### src/rtl/dev_opm_dac.sv
// dev_opm_dac
//   Receiving end of the OPM serial DAC link (SO/SH1/SH2), decoding the
//   13-bit floating-point sample stream of a YM3012-style DAC into signed
//   16-bit left/right PCM for the audio mixer. One instance per OPM core.
//
// Ports
//   clk        system clock
//   reset      asynchronous, active-high reset
//   ce         shift enable, one clk wide, at the OPM phi1 rate
//   so         serial data from the OPM, LSB first
//   sh1        left-channel sample-hold strobe (latches on falling edge)
//   sh2        right-channel sample-hold strobe (latches on falling edge)
//   sample_L   signed left sample
//   sample_R   signed right sample
//   stb_L      one-clk pulse when sample_L has been updated
//   stb_R      one-clk pulse when sample_R has been updated
//   frame_err  one-clk pulse when an SH edge arrives after fewer than 16 bits
//   active     high while SH edges keep arriving within TIMEOUT ce ticks
//
// Parameters
//   TIMEOUT    ce ticks without any SH falling edge before outputs are muted

module dev_opm_dac #(
  parameter int TIMEOUT = 1024
) (
  input  logic               clk,
  input  logic               reset,
  input  logic               ce,
  input  logic               so,
  input  logic               sh1,
  input  logic               sh2,
  output logic signed [15:0] sample_L,
  output logic signed [15:0] sample_R,
  output logic               stb_L,
  output logic               stb_R,
  output logic               frame_err,
  output logic               active
);

  localparam int WDW = $clog2(TIMEOUT + 1);
  localparam logic [WDW-1:0] WD_MAX  = WDW'(TIMEOUT);
  localparam logic [WDW-1:0] WD_LAST = WDW'(TIMEOUT - 1);

  // Only the 12 most recent bits are stored. Together with the bit arriving
  // on the edge clk they form word bits w[15:3]; the three low bits of a
  // 16-bit word are never decoded, so they are simply allowed to fall off.
  logic [11:0]    sr;
  logic [4:0]     cnt;
  logic           sh1_q;
  logic           sh2_q;
  logic [WDW-1:0] wd;

  logic [4:0]         cnt_post;
  logic               fall1;
  logic               fall2;
  logic               any_fall;
  logic               full;
  logic [2:0]         expo;
  logic [9:0]         mant;
  logic [2:0]         shamt;
  logic signed [15:0] mant_ext;
  logic signed [15:0] shifted;
  logic signed [15:0] result;

  // Edge detection, bit counting and the floating-point decode of the
  // post-shift word {so, sr}. The mantissa is offset binary, so inverting
  // D9 turns it into a 10-bit two's-complement value.
  always_comb begin
    cnt_post = (cnt == 5'd31) ? 5'd31 : cnt + 5'd1;
    fall1    = sh1_q & ~sh1;
    fall2    = sh2_q & ~sh2;
    any_fall = fall1 | fall2;
    full     = cnt_post >= 5'd16;
    expo     = {so, sr[11:10]};
    mant     = {~sr[9], sr[8:0]};
    mant_ext = $signed({{6{mant[9]}}, mant});
    shamt    = expo - 3'd1;
    shifted  = mant_ext <<< shamt;
    result   = (expo == 3'd0) ? 16'sd0 : shifted;
  end

  // Strobes are single-clk pulses regardless of ce; everything else only
  // moves on ce. Any SH falling edge restarts the bit count and the
  // watchdog, whether or not the frame was long enough to latch. The
  // watchdog mutes the outputs once, on the tick that reaches TIMEOUT,
  // and then holds saturated.
  always_ff @(posedge clk or posedge reset) begin
    if (reset) begin
      sr        <= '0;
      cnt       <= '0;
      sh1_q     <= 1'b0;
      sh2_q     <= 1'b0;
      wd        <= '0;
      sample_L  <= '0;
      sample_R  <= '0;
      stb_L     <= 1'b0;
      stb_R     <= 1'b0;
      frame_err <= 1'b0;
      active    <= 1'b0;
    end else begin
      stb_L     <= 1'b0;
      stb_R     <= 1'b0;
      frame_err <= 1'b0;
      if (ce) begin
        sr    <= {so, sr[11:1]};
        sh1_q <= sh1;
        sh2_q <= sh2;
        if (any_fall) begin
          cnt    <= '0;
          wd     <= '0;
          active <= 1'b1;
          if (full) begin
            if (fall1) begin
              sample_L <= result;
              stb_L    <= 1'b1;
            end
            if (fall2) begin
              sample_R <= result;
              stb_R    <= 1'b1;
            end
          end else begin
            frame_err <= 1'b1;
          end
        end else begin
          cnt <= cnt_post;
          if (wd == WD_LAST) begin
            wd       <= WD_MAX;
            active   <= 1'b0;
            sample_L <= '0;
            sample_R <= '0;
          end else if (wd != WD_MAX) begin
            wd <= wd + 1'b1;
          end
        end
      end
    end
  end

endmodule

### config.mk
export PLATFORM = sky130hd
export DESIGN_NAME = dev_opm_dac
export DESIGN_NICKNAME = d
export VERILOG_FILES = /design/src/rtl/dev_opm_dac.sv
export SDC_FILE = /design/constraint.sdc
export NUM_CORES = 1
export LEC_CHECK = 0
export ABC_CLOCK_PERIOD_IN_PS = 2700
export CORE_UTILIZATION = 50
export CTS_CLUSTER_DIAMETER = 50
export DETAILED_ROUTE_END_ITERATION = 10
export PLACE_DENSITY = 0.77
export SYNTH_ARGS = -nofsm -noshare
export SYNTH_HDL_FRONTEND = slang
export SYNTH_SLANG_ARGS = --single-unit
export TNS_END_PERCENT = 30
### constraint.sdc
create_clock -name clk -period 2.7 [get_ports clk]
set_input_delay 0.54 -clock clk [delete_from_list [all_inputs] [get_ports clk]]
set_output_delay 0.54 -clock clk [all_outputs]
set_load 0.005 [all_outputs]
### Word level (Yosys, flattened, before mapping)

Cells that the tools add are included.

* div/mod/pow operators: 0
* equal/unequal tests: 6
* reduce and logical (&&, ||, !) cells: 7
* shift-type cells: 1
* add/subtract/negate cells: 3
* $mul: 0
* multiplexer cells: 26
* bitwise logic cells: 6
* $lt $le $gt $ge: 1

Operators with widths (number)
* $mux 16: 8
* $mux 11: 3
* $sshl 10x3->16: 1
* $mux 1: 13
* $add 11x1->11 const B: 1
* $eq 11x10->1 const B: 1
* $ne 11x11->1 const B: 1
* $mux 5: 2
* $reduce_and 4->1: 2
* $add 5x1->5 const B: 1
* $eq 5x5->1 const B: 1
* $ge 5x5->1 const B: 1
* $ne 2x2->1 const B: 2
* $reduce_and 2->1: 2
* $logic_not 3->1: 1
* $not 1->1: 3
* $reduce_bool 3->1: 1
* $sub 3x1->3 const B: 1
* $and 1x1->1: 2
* $ne 2x1->1 const B: 1
* $reduce_bool 2->1: 1
* $or 1x1->1: 1

* bits in latches: 0
* memory bits (read-only): 0
* input port bits: 6
* memory bits (writable): 0
* word-level logic and storage cells: 61
* memories: 0
* output and inout bits: 36
* register bits after elaboration: 66

### Longest topological paths before layout

Gate-level depths: netlist (run 1).

* word-level depth: 6
* depth in mapped cells: 9
* gate-level depth less buffers: 7

### Worst setup path after synthesis (run 1)

OpenSTA, ideal clock, no wires.

* path kind: register to register
* start: register sr[10]
* end: register sample_L[4]
* library setup time: 0.125 ns
* stages on the path, launching flop included: 9
* path slack: 0.664 ns
* path buffers: 1
* arrival time: 1.911 ns
* clock period less this slack: 2.036 ns
* data required time: 2.575 ns
* cell sequence: dfrtp_1 > inv_1 > ha_1 > buf_2 > mux2i_1 > mux2i_1 > nand3_1 > a32oi_1 > mux2_2

* longest elaborated chain between the ends: 6
* elaborated cells between the ends (all ways): 7
* those cells by class: add/sub: 1; shift: 1; mux: 4; reduce/logical: 1

RTL lines
* start, declared: RTL line 47 `logic [11:0] sr;`
* start signal, assigned: RTL line 105 `sr <= {so, sr[11:1]};`
* $sub 3x1->3: RTL line 77 `shamt = expo - 3'd1;`
* $sshl 10x3->16: RTL line 78 `shifted = mant_ext <<< shamt;`
* $mux 16 *: RTL line 79 `result = (expo == 3'd0) ? 16'sd0 : shifted;`
* $mux 16 *: RTL line 113 `if (fall1) begin`
* $mux 16 *: RTL line 112 `if (full) begin`
* $mux 16 *: RTL line 108 `if (any_fall) begin`
* end signal, assigned: RTL line 114 `sample_L <= result;`
* end, declared: RTL line 32 `output logic signed [15:0] sample_L,`

Every way passes the cells marked *; elsewhere a longest branch is shown, timed or not. The select of a mux whose other input is x is not followed.
A chain may end at the register's enable or synchronous reset.

### Worst setup path after layout (run 1)

Same ends and word-level chain as after synthesis.

==> impl.org, run 1 <==
** Outcome
- Outcome :: finished, final reports clean

** Setup path
- CP dominant cell by count :: mux2i_1
- For the worst setup path, the data arrival time is 2660 ps.
- Cells traversed along the worst timing path :: inv_1, ha_1, mux2i_1, mux2i_1, nand3_1, a32oi_1, mux2_2
- The largest single stage delay on the critical path is 670 ps.
- Critical path startpoint category :: flop
- WP data required :: 2930 ps
- Reg-to-reg setup timing slack :: 270 ps
- By startpoint and endpoint, the worst setup path is classified as reg2reg.
- Family with the most delay on the worst path :: multiplexers
- STA classifies the critical path endpoint as a flop.
- Critical path buffers and inverters :: 1
- Among all stages on the critical path, the largest delay is contributed by ha_1.
- In this run the worst path has a maximum fanout of 15.

** GRT
- Global router's overall resource usage :: 23.11%
- Via count of the first global-routing pass :: 2591
- Wire length of the first global-routing pass :: 12.85 mm
- Residual overflow from global routing :: 0
- Entering global routing, the biggest net connects 67 pins.
- The number of antenna violations at the first check in global routing is 0.

** Power and ir drop
- Across the VDD grid, the largest voltage drop is 0.3754 mV.
- Final total power :: 2.790 mW
- Dividing total power by cell area gives a power density of 663.3 nW/um^2.
- The analysis attributes to cell leakage a power of 1.852 nW.

** Synth
- The number of nets in the synthesized netlist is 344.
- Most used DFF post-synth :: dfrtp_1
- Number of synthesized register bits :: 66
- The average instance in the mapped netlist occupies 10.42 sq um.
- Counting flops with an async set or reset pin after synthesis yields a share of 100.0%.
- After synthesis, the largest family of logic cells by area is compound AO/OA/AOI/OAI gates.
- Summing the areas of all compound-gate instances in the mapped netlist gives 17.71% of the synthesized area.
- Cell variety after synth :: 50
- Counting flops with a built-in enable in the synthesized netlist gives 0.
- Netlist Area Pre-Place :: 3470 sq um
- The Yosys step of the flow raised 0 warnings.
- Share of synthesized area occupied by flip-flops and latches :: 47.60%
- Measured against the total synthesized area, the mux share comes to 15.11%.
- Arithmetic-cell share of the synthesized area counting full adders, half adders and majority gates :: 1.803%
- Xor and xnor area share after synthesis :: 0.2524%
- The synthesized netlist devotes 13.92% of its cell area to simple gates.
- Syn Inst Count :: 333

** CTS
- TritonCTS built the clock tree.
- TritonCTS created 9 clock buffers.
- The number of setup buffers added after CTS is 0.
- Root buffer cell :: clkbuf_8
- Clock sink count :: 66
- Post-cts resize count :: 0
- The number of hold buffers added after CTS was 0.
- The H-tree was split into 3 levels.
- After clock tree synthesis, the clock-pin slew on the worst setup and hold paths is 70 ps.
- Bufs on Longest Clock Path :: 2
- Clock latency on the worst-skew pair, taken at its later pin, is 350 ps.

** Timing
- Crit share post-route :: 90.00%
- Setup violations remaining at the end of the flow were counted as 0.
- Setup repair after global routing left no endpoint under its margin.
- Fin. max-slew vios :: 0
- Across all hold checks on the routed design, the worst slack comes to 494.9 ps.
- Tmin final :: 2430 ps
- Maximum clock frequency :: 0.4115 GHz
- Largest clock skew in the final design :: 11.74 ps
- Slew at the pin with the worst max-slew slack :: 650.8 ps
- Number of hold violations in the final report :: 0
- Worst slew margin relative to its limit :: 56.15%
- Final total negative setup slack :: 0 ps

** Layout
- Relative area change from synthesis to final layout :: 21.24%
- Cells with a size suffix above 1 make up 15.71% of the layout.
- Final Cell Area :: 4207 sq um
- After filler insertion, the fill cell instance count of the layout stands at 503.
- Commonest non-fill, non-tap cell in the layout :: dfrtp_1
- Ant. Diodes :: 0
- Final nets :: 388
- Post-route insts no fill :: 459
- Commonest non-fill, non-tap cells in the layout :: dfrtp_1, clkdlybuf4s50_1, mux2_2

** Floorplanning
- Once the floorplan was initialized, standard cells occupied 53.12% of the core.
- The die is 85.30 um tall.
- In this run the core area contains 29 standard-cell rows.
- Area enclosed by the die boundary :: 7276 sq um
- Measured along the x axis, the die boundary spans 85.30 um.
- The core region is 6531 sq um.
- I/O Pins :: 42

** Placed design
- Placement-stage cell area :: 3978 sq um
- Detailed placement finished with a half-perimeter wire length of 5.388 mm.
- Once placement completed, the tool counted placed cells totaling 443.
- At the end of routability-driven placement, the weighted congestion stood at 0.8716.
- Number of port buffers :: 41

** Drt
- The detail route stage leaves a number of antenna-violating nets equal to 0.
- The final layout contains routed wiring with a total length of 7.727 mm.
- Iter 0 DRT Violations :: 244
- Top Layer Used :: met4
- Total number of vias :: 2738
- After detailed routing, the average wire length per cell comes to 16.83 um.
- Met3 wirelength from detailed routing :: 352 um
- Detailed routing placed a total of 3.593 mm of wire on met2.
- Remaining DRCs :: 0
- In the final routing, the length of wire on met1 measures 3.647 mm.
- Number of iterations in the first detailed-routing pass :: 4
- Dividing the detail-routed via count by the number of cells gives 5.965.

** Run
- The tool flagged a number of max-cap violations equal to 0.

** Worst hold path
- In this run the worst hold path is classified as reg2reg.
## sequential cells by signal, indices dropped and copies added (netlist names)
signal     cells
active         1
cnt            5
frame_err      1
sample_L      16
sample_R      16
sh1_q          1
sh2_q          1
sr            12
stb_L          1
stb_R          1
wd            11
## per-stage QoR
step	utilization, %	worst slack [ps]
global placement	60.90	169.0
global route	64.41	115.8
CTS	64.41	278.9
detailed placement	60.90	192.0
finish	64.41	270.1
floorplan	-	505.2
## area by class of cell
| class | instances | area (sq um) | area share, % |
|---|---|---|---|
| Tap cell | 77 | 96.34 | 2.290 |
| Clock inverter | 4 | 73.82 | 1.755 |
| Multi-Input combinational cell | 239 | 1693 | 40.24 |
| Inverter | 13 | 48.80 | 1.160 |
| Clock buffer | 12 | 155.1 | 3.688 |
| Sequential cell | 66 | 1652 | 39.26 |
| Timing Repair Buffer | 48 | 488.0 | 11.60 |
## cells in the mapped netlist (2+ instances only)
cell        n  area, sq um
a21oi_1     8        40.04
o22ai_1     2        12.51
a22oi_1     2        15.01
mux2i_1    13        130.1
and3_1      2        12.51
inv_1      12        45.04
o31ai_1     3        22.52
nand3_1     7        35.03
buf_2       4        20.02
o21ai_1     3        15.01
buf_6       2        22.52
nor2b_1     9        56.30
a211oi_1    2        15.01
o21bai_1    2        15.01
ha_1        5        62.56
mux2_1      2        22.52
o2bb2ai_1   6        52.55
clkbuf_1    7        26.28
a31oi_1     5        31.28
nor3_1      8        40.04
nand2b_1    6        37.54
nor2_1     20        75.07
nand2_1    28        105.1
o21ai_0    26        130.1
o21a_1      2        15.01
o221ai_1    2        17.52
dfrtp_1    66         1652
o211ai_1    4        30.03
mux2_2     33        371.6
a22o_1     16        140.1
and2_1      3        18.77
buf_1       2        7.510
nand4_1     4        25.02
## report_power, final
part	internal [mW]	switching, mW	leakage, nW	total (mW)
clock	0.571	0.372	0.117	0.943
sequential	1.09	0.119	0.877	1.21
combinational	0.287	0.352	0.858	0.639
total	1.95	0.843	1.85	2.79
## worst paths after layout
kind / start / cells past startpoint / to
min in group asynchronous: reset / 3 / stb_R
hold / removal: sample_R[8] / 1 / sample_R[8]
setup / recovery: sr[10] / 7 / sample_L[4]
hold reg to reg: sample_R[8] / 1 / sample_R[8]
setup reg to reg: sr[10] / 7 / sample_L[4]
max in group asynchronous: reset / 3 / wd[0]
## per-layer routing
layer	track usage, %	vias to the layer above
li1	-	1313
met1	31.76	1335
met2	35.48	78
met3	5.350	12
met4	9.394	0
met5	0	-
## kinds of logic (layout without fill, tap and decap cells)
family | count (synthesis) | after routing
XOR/XNOR | 1 | 1
multiplexers | 48 | 48
AND/OR/NAND/NOR | 95 | 95
buffers and inverters | 28 | 77
flip-flops | 66 | 66
AO/OA/AOI/OAI | 90 | 90
adder cells (fa/ha/maj) | 5 | 5
Power figures use the tool's default switching activity.
==> run 2, diff against run 1 <==
- CELL_PAD_IN_SITES_DETAIL_PLACEMENT: unset -> 0
- CELL_PAD_IN_SITES_GLOBAL_PLACEMENT: unset -> 1
- CORE_UTILIZATION: 50 -> 44
- PLACE_DENSITY: 0.77 -> 0.84
==> impl.org, run 2 (synthesis gave the netlist of run 1 again) <==
** Setup path
- The worst-path cell with the longest stage delay is ha_1 (unchanged).
- The destination of the worst register-to-register timing path was sample_R[15] (was sample_L[4]).
- The dominant delay contributor by cell family on the critical path was compound AO/OA/AOI/OAI gates (was multiplexers).
- Reg-to-reg setup timing slack :: 390 ps (was 270 ps)
- Arrival time of the worst setup path :: 2600 ps (was 2660 ps)
- Element type at the critical path end :: flop (unchanged)
- The logic depth of the worst register-to-register path is 8 (was 7).
- CP Launch Point :: sr[10] (unchanged)
- The required arrival time at the worst endpoint came to 2990 ps (was 2930 ps).
- The type of origin of the critical path was a flop (unchanged).
- Crit Path Category :: reg2reg (unchanged)
- CP max FO :: 11 (was 15)
- Cells traversed along the worst timing path: inv_1, ha_1, buf_4, or3_1, nand2_1, o211ai_1, a211oi_1, a22o_1 (was inv_1, ha_1, mux2i_1, mux2i_1, nand3_1, a32oi_1, mux2_2).
- The delay of the slowest cell on the worst path was 420 ps (was 670 ps).
- Critical path buffers and inverters :: 2 (was 1)
- R2r startpoint :: sr[10] (unchanged)

** Timing
- The number of max-slew violations in the final report came to 0 (unchanged).
- The peak clock frequency supported by timing came to 0.4326 GHz (was 0.4115 GHz).
- Worst hold-check slack :: 488.5 ps (was 494.9 ps)
- Total of endpoints with negative setup slack in the final report :: 0 (unchanged)
- Final total negative setup slack :: 0 ps (unchanged)
- Unrepaired setup endpoints after global routing :: no (unchanged)
- Number of hold violations in the final report :: 0 (unchanged)
- The share of the clock period used by the worst path was 85.62% (was 90.00%).
- The time the final worst path needs with I/O delays and setup is 2312 ps (was 2430 ps).
- The normalized max-slew margin was 60.61% (was 56.15%).
- The worst-margin pin slew was 584.7 ps (was 650.8 ps).
- The post-route clock skew is 15.18 ps (was 11.74 ps).

** GRT
- Via count of the first global-routing pass :: 2723 (was 2591)
- Number of antenna violations at the first check in global routing :: 0 (unchanged)
- Residual overflow from global routing :: 0 (unchanged)
- Wire length of the first global-routing pass :: 13.49 mm (was 12.85 mm)
- The maximum number of pins on one net before global-route repair was 67 (unchanged).
- Global router's overall resource usage :: 20.90% (was 23.11%)

** Worst hold path
- Count of cells along the worst hold path :: 2 (was 1)
- Origin of the worst min-delay path :: sr[11] (was sample_R[8])
- Hold endpoint :: sr[10] (was sample_R[8])
- Worst min-delay path class :: reg2reg (unchanged)

** Power and ir drop
- Final total power :: 2.681 mW (was 2.790 mW)
- The power per cell area came to 635.3 nW/um^2 (was 663.3 nW/um^2).
- The leakage dissipation is 1.850 nW (was 1.852 nW).
- The peak supply drop is 0.5323 mV (was 0.3754 mV).

** Layout
- The most frequent standard cell in the layout excluding fill and tap cells is dfrtp_1 (unchanged).
- The number of diodes is 0 (unchanged).
- Commonest non-fill, non-tap cells in the layout :: dfrtp_1, clkdlybuf4s50_1, mux2_2 (unchanged)
- The layout cell share with drive strength beyond 1 was 16.84% (was 15.71%).
- The cell area after layout was 4220 sq um (was 4207 sq um).
- Final nets :: 392 (was 388)
- Post-route insts no fill :: 488 (was 459)
- Relative area change from synthesis to final layout :: 21.64% (was 21.24%)
- Largest registers: sample_L (16), sample_R (16), sr (12) (unchanged).

** CTS
- The number of clock sinks is 66 (unchanged).
- The clock insertion delay at the later pin of the skew report was 360 ps (was 350 ps).
- The number of buffers added for setup after CTS came to 0 (unchanged).
- Clock transition at the registers of the reported paths :: 80 ps (was 70 ps)
- Bufs on Longest Clock Path :: 2 (unchanged)
- The root cell of the clock tree is clkbuf_8 (unchanged).
- Total of hold buffers inserted after clock tree synthesis :: 0 (unchanged)
- TritonCTS Buffers :: 9 (unchanged)
- The number of levels the H-tree was split into was 3 (unchanged).
- TritonCTS clock tree :: yes (unchanged)
- The number of gates resized after CTS was 0 (unchanged).

** Drt
- Via density per instance :: 5.613 (was 5.965)
- The number of DRC violations after detailed routing came to 0 (unchanged).
- DR WL/cell :: 16.15 um (was 16.83 um)
- The count of antenna-violating nets left after detailed routing was 0 (unchanged).
- The total length of routed wires is 7.882 mm (was 7.727 mm).
- Iter 0 DRT Violations :: 129 (was 244)
- The first-pass detailed-route iteration total was 4 (unchanged).
- The total number of vias is 2739 (was 2738).

** Floorplanning
- I/O Pins :: 42 (unchanged)
- Floorplan row count :: 32 (was 29)
- Area enclosed by the die boundary :: 8245 sq um (was 7276 sq um)
- The standard cell core area came to 7687 sq um (was 6531 sq um).
- The floorplan die height was 90.80 um (was 85.30 um).
- Effective utilization at floorplan :: 45.13% (was 53.12%)
- The die width came to 90.80 um (was 85.30 um).

** Placed design
- Global placement routability congestion :: 0.8519 (was 0.8716)
- Final HPWL DP :: 5.545 mm (was 5.388 mm)
- The cell area after placement came to 4026 sq um (was 3978 sq um).
- The count of input and output buffers was 41 (unchanged).
- Cell count after placement :: 472 (was 443)

** Outcome
- Outcome: finished, final reports clean (unchanged).

** Run
- The max-capacitance violation count was 0 (unchanged).
## run 2: how the worst max path moves through the flow
stage                   endpoint  slack [ps]  depth (start not counted)
global route         sample_R[5]         190                          7
floorplan                 active         510                          1
global placement    sample_R[13]         180                          6
detailed placement  sample_R[13]         140                          6
finish              sample_R[15]         390                          8
CTS                  sample_R[5]         360                          7
## run 2: metrics by stage
stage | setup WS, ps | utilization [%]
final | 388.3 | 54.90
after CTS | 363.1 | 54.90
after detailed placement | 141.9 | 52.38
after floorplan | 505.2 | -
after global placement | 183.2 | 52.38
after global routing | 188.3 | 54.90
## run 2: cell type report
class | instances | area (sq um)
multi-input cells | 239 | 1693
repair buffers | 52 | 505.5
well taps | 102 | 127.6
clock inverters | 7 | 70.07
fillers | 702 | 3467
clock buffers | 9 | 123.9
flip-flops and latches | 66 | 1652
inverters | 13 | 48.80
## run 2: power breakdown
group          switching, mW  leakage, nW  total (mW)  internal (mW)
combinational          0.352        0.873       0.641          0.289
sequential             0.121        0.877        1.21           1.09
clock                  0.406       0.0990       0.831          0.424
## run 2: worst register-to-register path, cell delays in order, from the launching register on
cell	delay (ps)
dfrtp_1	380
inv_1	160
ha_1	420
buf_4	250
or3_1	330
nand2_1	80
o211ai_1	90
a211oi_1	340
a22o_1	210
## run 2: metal layers
metal | vias to the layer above | part of all wire [%] | track usage (%)
met5 | - | 0 | 0
met4 | 0 | 0.93 | 5.026
li1 | 1321 | - | -
met2 | 68 | 46 | 33.02
met1 | 1340 | 47 | 27.58
met3 | 10 | 6.0 | 7.239
==> run 3, diff against run 2 <==
- CORE_UTILIZATION: 44 -> 50
- DONT_BUFFER_PORTS: unset -> 1
- PLACE_DENSITY: 0.84 -> 0.83
==> impl.org, run 3 (synthesis gave the netlist of run 1 again) <==
** GRT
- The via count of the first global-routing pass was 2578 (was 2723).
- Wire length of the first global-routing pass :: 13.02 mm (was 13.49 mm)
- The overall fraction of global-route tracks in use was 23.06% (was 20.90%).
- The number of antenna violations at the first check in global routing is 0 (unchanged).
- The maximum number of pins on one net before global-route repair came to 41 (was 67).
- The overflow left after global routing came to 0 (unchanged).

** Setup path
- The start point of the critical path was sr[10] (unchanged).
- WP data required :: 2930 ps (was 2990 ps)
- Critical path startpoint category :: flop (unchanged)
- Element type at the critical path end :: flop (unchanged)
- The logic depth of the worst register-to-register path was 7 (was 8).
- The path type of the worst setup path is reg2reg (unchanged).
- CP max FO :: 14 (was 11)
- Reg-to-reg setup timing slack :: 290 ps (was 390 ps)
- The worst endpoint data arrival time is 2650 ps (was 2600 ps).
- The destination of the worst register-to-register timing path is sample_L[4] (was sample_R[15]).
- The startpoint of the worst register-to-register path was sr[10] (unchanged).

** CTS
- The maximum buffer depth of the clock tree came to 2 (unchanged).
- Root buffer cell :: clkbuf_8 (unchanged)
- Clock sink count :: 66 (unchanged)
- The number of gates resized after CTS came to 0 (unchanged).
- TritonCTS clock tree :: yes (unchanged)
- The clock edge transition at the registers on the reported setup and hold paths was 70 ps (was 80 ps).
- Total of hold buffers inserted after clock tree synthesis :: 0 (unchanged)
- The number of buffers created by CTS is 9 (unchanged).
- Clock latency reported for the late side of the worst-skew pair :: 340 ps (was 360 ps)
- The number of levels the H-tree was split into is 3 (unchanged).
- The number of buffers added for setup after CTS came to 0 (unchanged).

** Layout
- Largest registers :: sample_L (16), sample_R (16), sr (12) (unchanged)
- The fill cell total of the finished layout was 547 (was 702).
- Final nets :: 344 (was 392)
- Ant. Diodes :: 0 (unchanged)
- Commonest non-fill, non-tap cells in the layout :: dfrtp_1, mux2_2, nand2_1 (was dfrtp_1, clkdlybuf4s50_1, mux2_2)
- Relative area change from synthesis to final layout :: 7.681% (was 21.64%)
- Multi-input combinational cell area :: 1693 sq um (unchanged)
- Commonest non-fill, non-tap cell in the layout :: dfrtp_1 (unchanged)
- The area occupied by registers came to 1652 sq um (unchanged).
- The layout cell share with drive strength beyond 1 is 16.62% (was 16.84%).
- Final Cell Area :: 3736 sq um (was 4220 sq um)

** Placed design
- Global placement routability congestion :: 0.8385 (was 0.8519)
- Dpl ws :: 298.1 ps (was 141.9 ps)
- The count of input and output buffers came to 0 (was 41).
- The cell area after placement was 3532 sq um (was 4026 sq um).
- The half-perimeter wire length after detailed placement came to 5.249 mm (was 5.545 mm).

** Drt
- Detailed Route WL :: 7.499 mm (was 7.882 mm)
- The number of DRC markers in iteration 0 was 168 (was 129).
- Via density per instance :: 6.256 (was 5.613)
- The routed length per placed instance is 18.11 um (was 16.15 um).
- Post-route ant nets :: 0 (unchanged)
- Number of iterations in the first detailed-routing pass :: 5 (was 4)
- Total number of vias :: 2590 (was 2739)
- Remaining DRCs :: 0 (unchanged)

** Power and ir drop
- Final total power :: 2.659 mW (was 2.681 mW)
- Power density over the cells :: 711.6 nW/um^2 (was 635.3 nW/um^2)
- Highest ir drop seen on vdd :: 0.3674 mV (was 0.5323 mV)
- The leakage dissipation came to 1.677 nW (was 1.850 nW).

** Floorplanning
- The standard cell core area is 6531 sq um (was 7687 sq um).
- Effective utilization at floorplan :: 53.12% (was 45.13%)
- The number of placement rows was 29 (was 32).
- Width of the chip :: 85.30 um (was 90.80 um)
- Die Span Y :: 85.30 um (was 90.80 um)
- Area enclosed by the die boundary :: 7276 sq um (was 8245 sq um)
- The number of top-level pins is 42 (unchanged).

** Timing
- Total of endpoints with negative setup slack in the final report :: 0 (unchanged)
- Unrepaired setup endpoints after global routing: no (unchanged).
- The number of max-slew violations in the final report is 0 (unchanged).
- The final number of hold-violating endpoints is 0 (unchanged).
- Crit share post-route :: 89.41% (was 85.62%)
- Worst hold-check slack :: 205.8 ps (was 488.5 ps)
- Tmin final :: 2414 ps (was 2312 ps)
- Worst slew margin relative to its limit :: 45.90% (was 60.61%)
- Largest clock skew in the final design :: 7.326 ps (was 15.18 ps)
- Slack of the critical path :: 286.1 ps (was 388.3 ps)
- Final total negative setup slack :: 0 ps (unchanged)
- The peak clock frequency supported by timing came to 0.4143 GHz (was 0.4326 GHz).
- Slew at the pin with the worst max-slew slack :: 802.9 ps (was 584.7 ps)

** Outcome
- Outcome :: finished, final reports clean (unchanged)

** Worst hold path
- The type of the most critical hold path was in2async (was reg2reg).

** Run
- The max-capacitance violation count was 0 (unchanged).
-- run 3: cell count changes in the layout (fill, tap and decap cells not counted), sizes merged --
cell	previous run	this run
clkdlybuf4s50	41	0
clkinv	6	2
buf	11	4
clkbuf	9	13
clkinvlp	1	0
-- run 3: layout make-up --
cell class	count	share of cell area (%)
Multi-Input combinational cell	239	45.31
Sequential cell	66	44.21
Clock buffer	13	4.521
Tap cell	77	2.579
Inverter	13	1.306
Timing Repair Buffer	4	1.139
Clock inverter	2	0.9377
-- run 3: report_power, final --
group          internal, mW  switching [mW]
logic                 0.258           0.327
clock network         0.496           0.361
registers              1.09           0.127
-- run 3: worst max path at each step --
stage                        to  slack (ps)
floorplan                active         510
global placement    sample_R[1]         330
detailed placement  sample_R[3]         300
CTS                 sample_R[3]         280
global route        sample_L[4]          80
finish              sample_L[4]         290
-- run 3: per-layer routing --
metal / global-route usage [%] / routed length, um / vias up
met4: 11.82 / 178 / 0
met2: 34.53 / 3405 / 78
met5: 0 / 0 / -
li1: - / - / 1221
met3: 5.447 / 365 / 15
met1: 31.31 / 3549 / 1276
-- run 3: worst max-delay path, stage by stage (launching register included) --
cell,delay (ps)
dfrtp_1,340
inv_1,100
ha_1,650
mux2i_1,470
mux2i_1,180
nand3_1,120
a32oi_1,150
mux2_2,290
-- run 3: per-stage QoR --
step                      std cells  utilization, %
after floorplan                 333               -
after global placement          399           54.08
after detailed placement        399           54.08
after CTS                       414           57.20
after global routing            414           57.20
final                           414           57.20
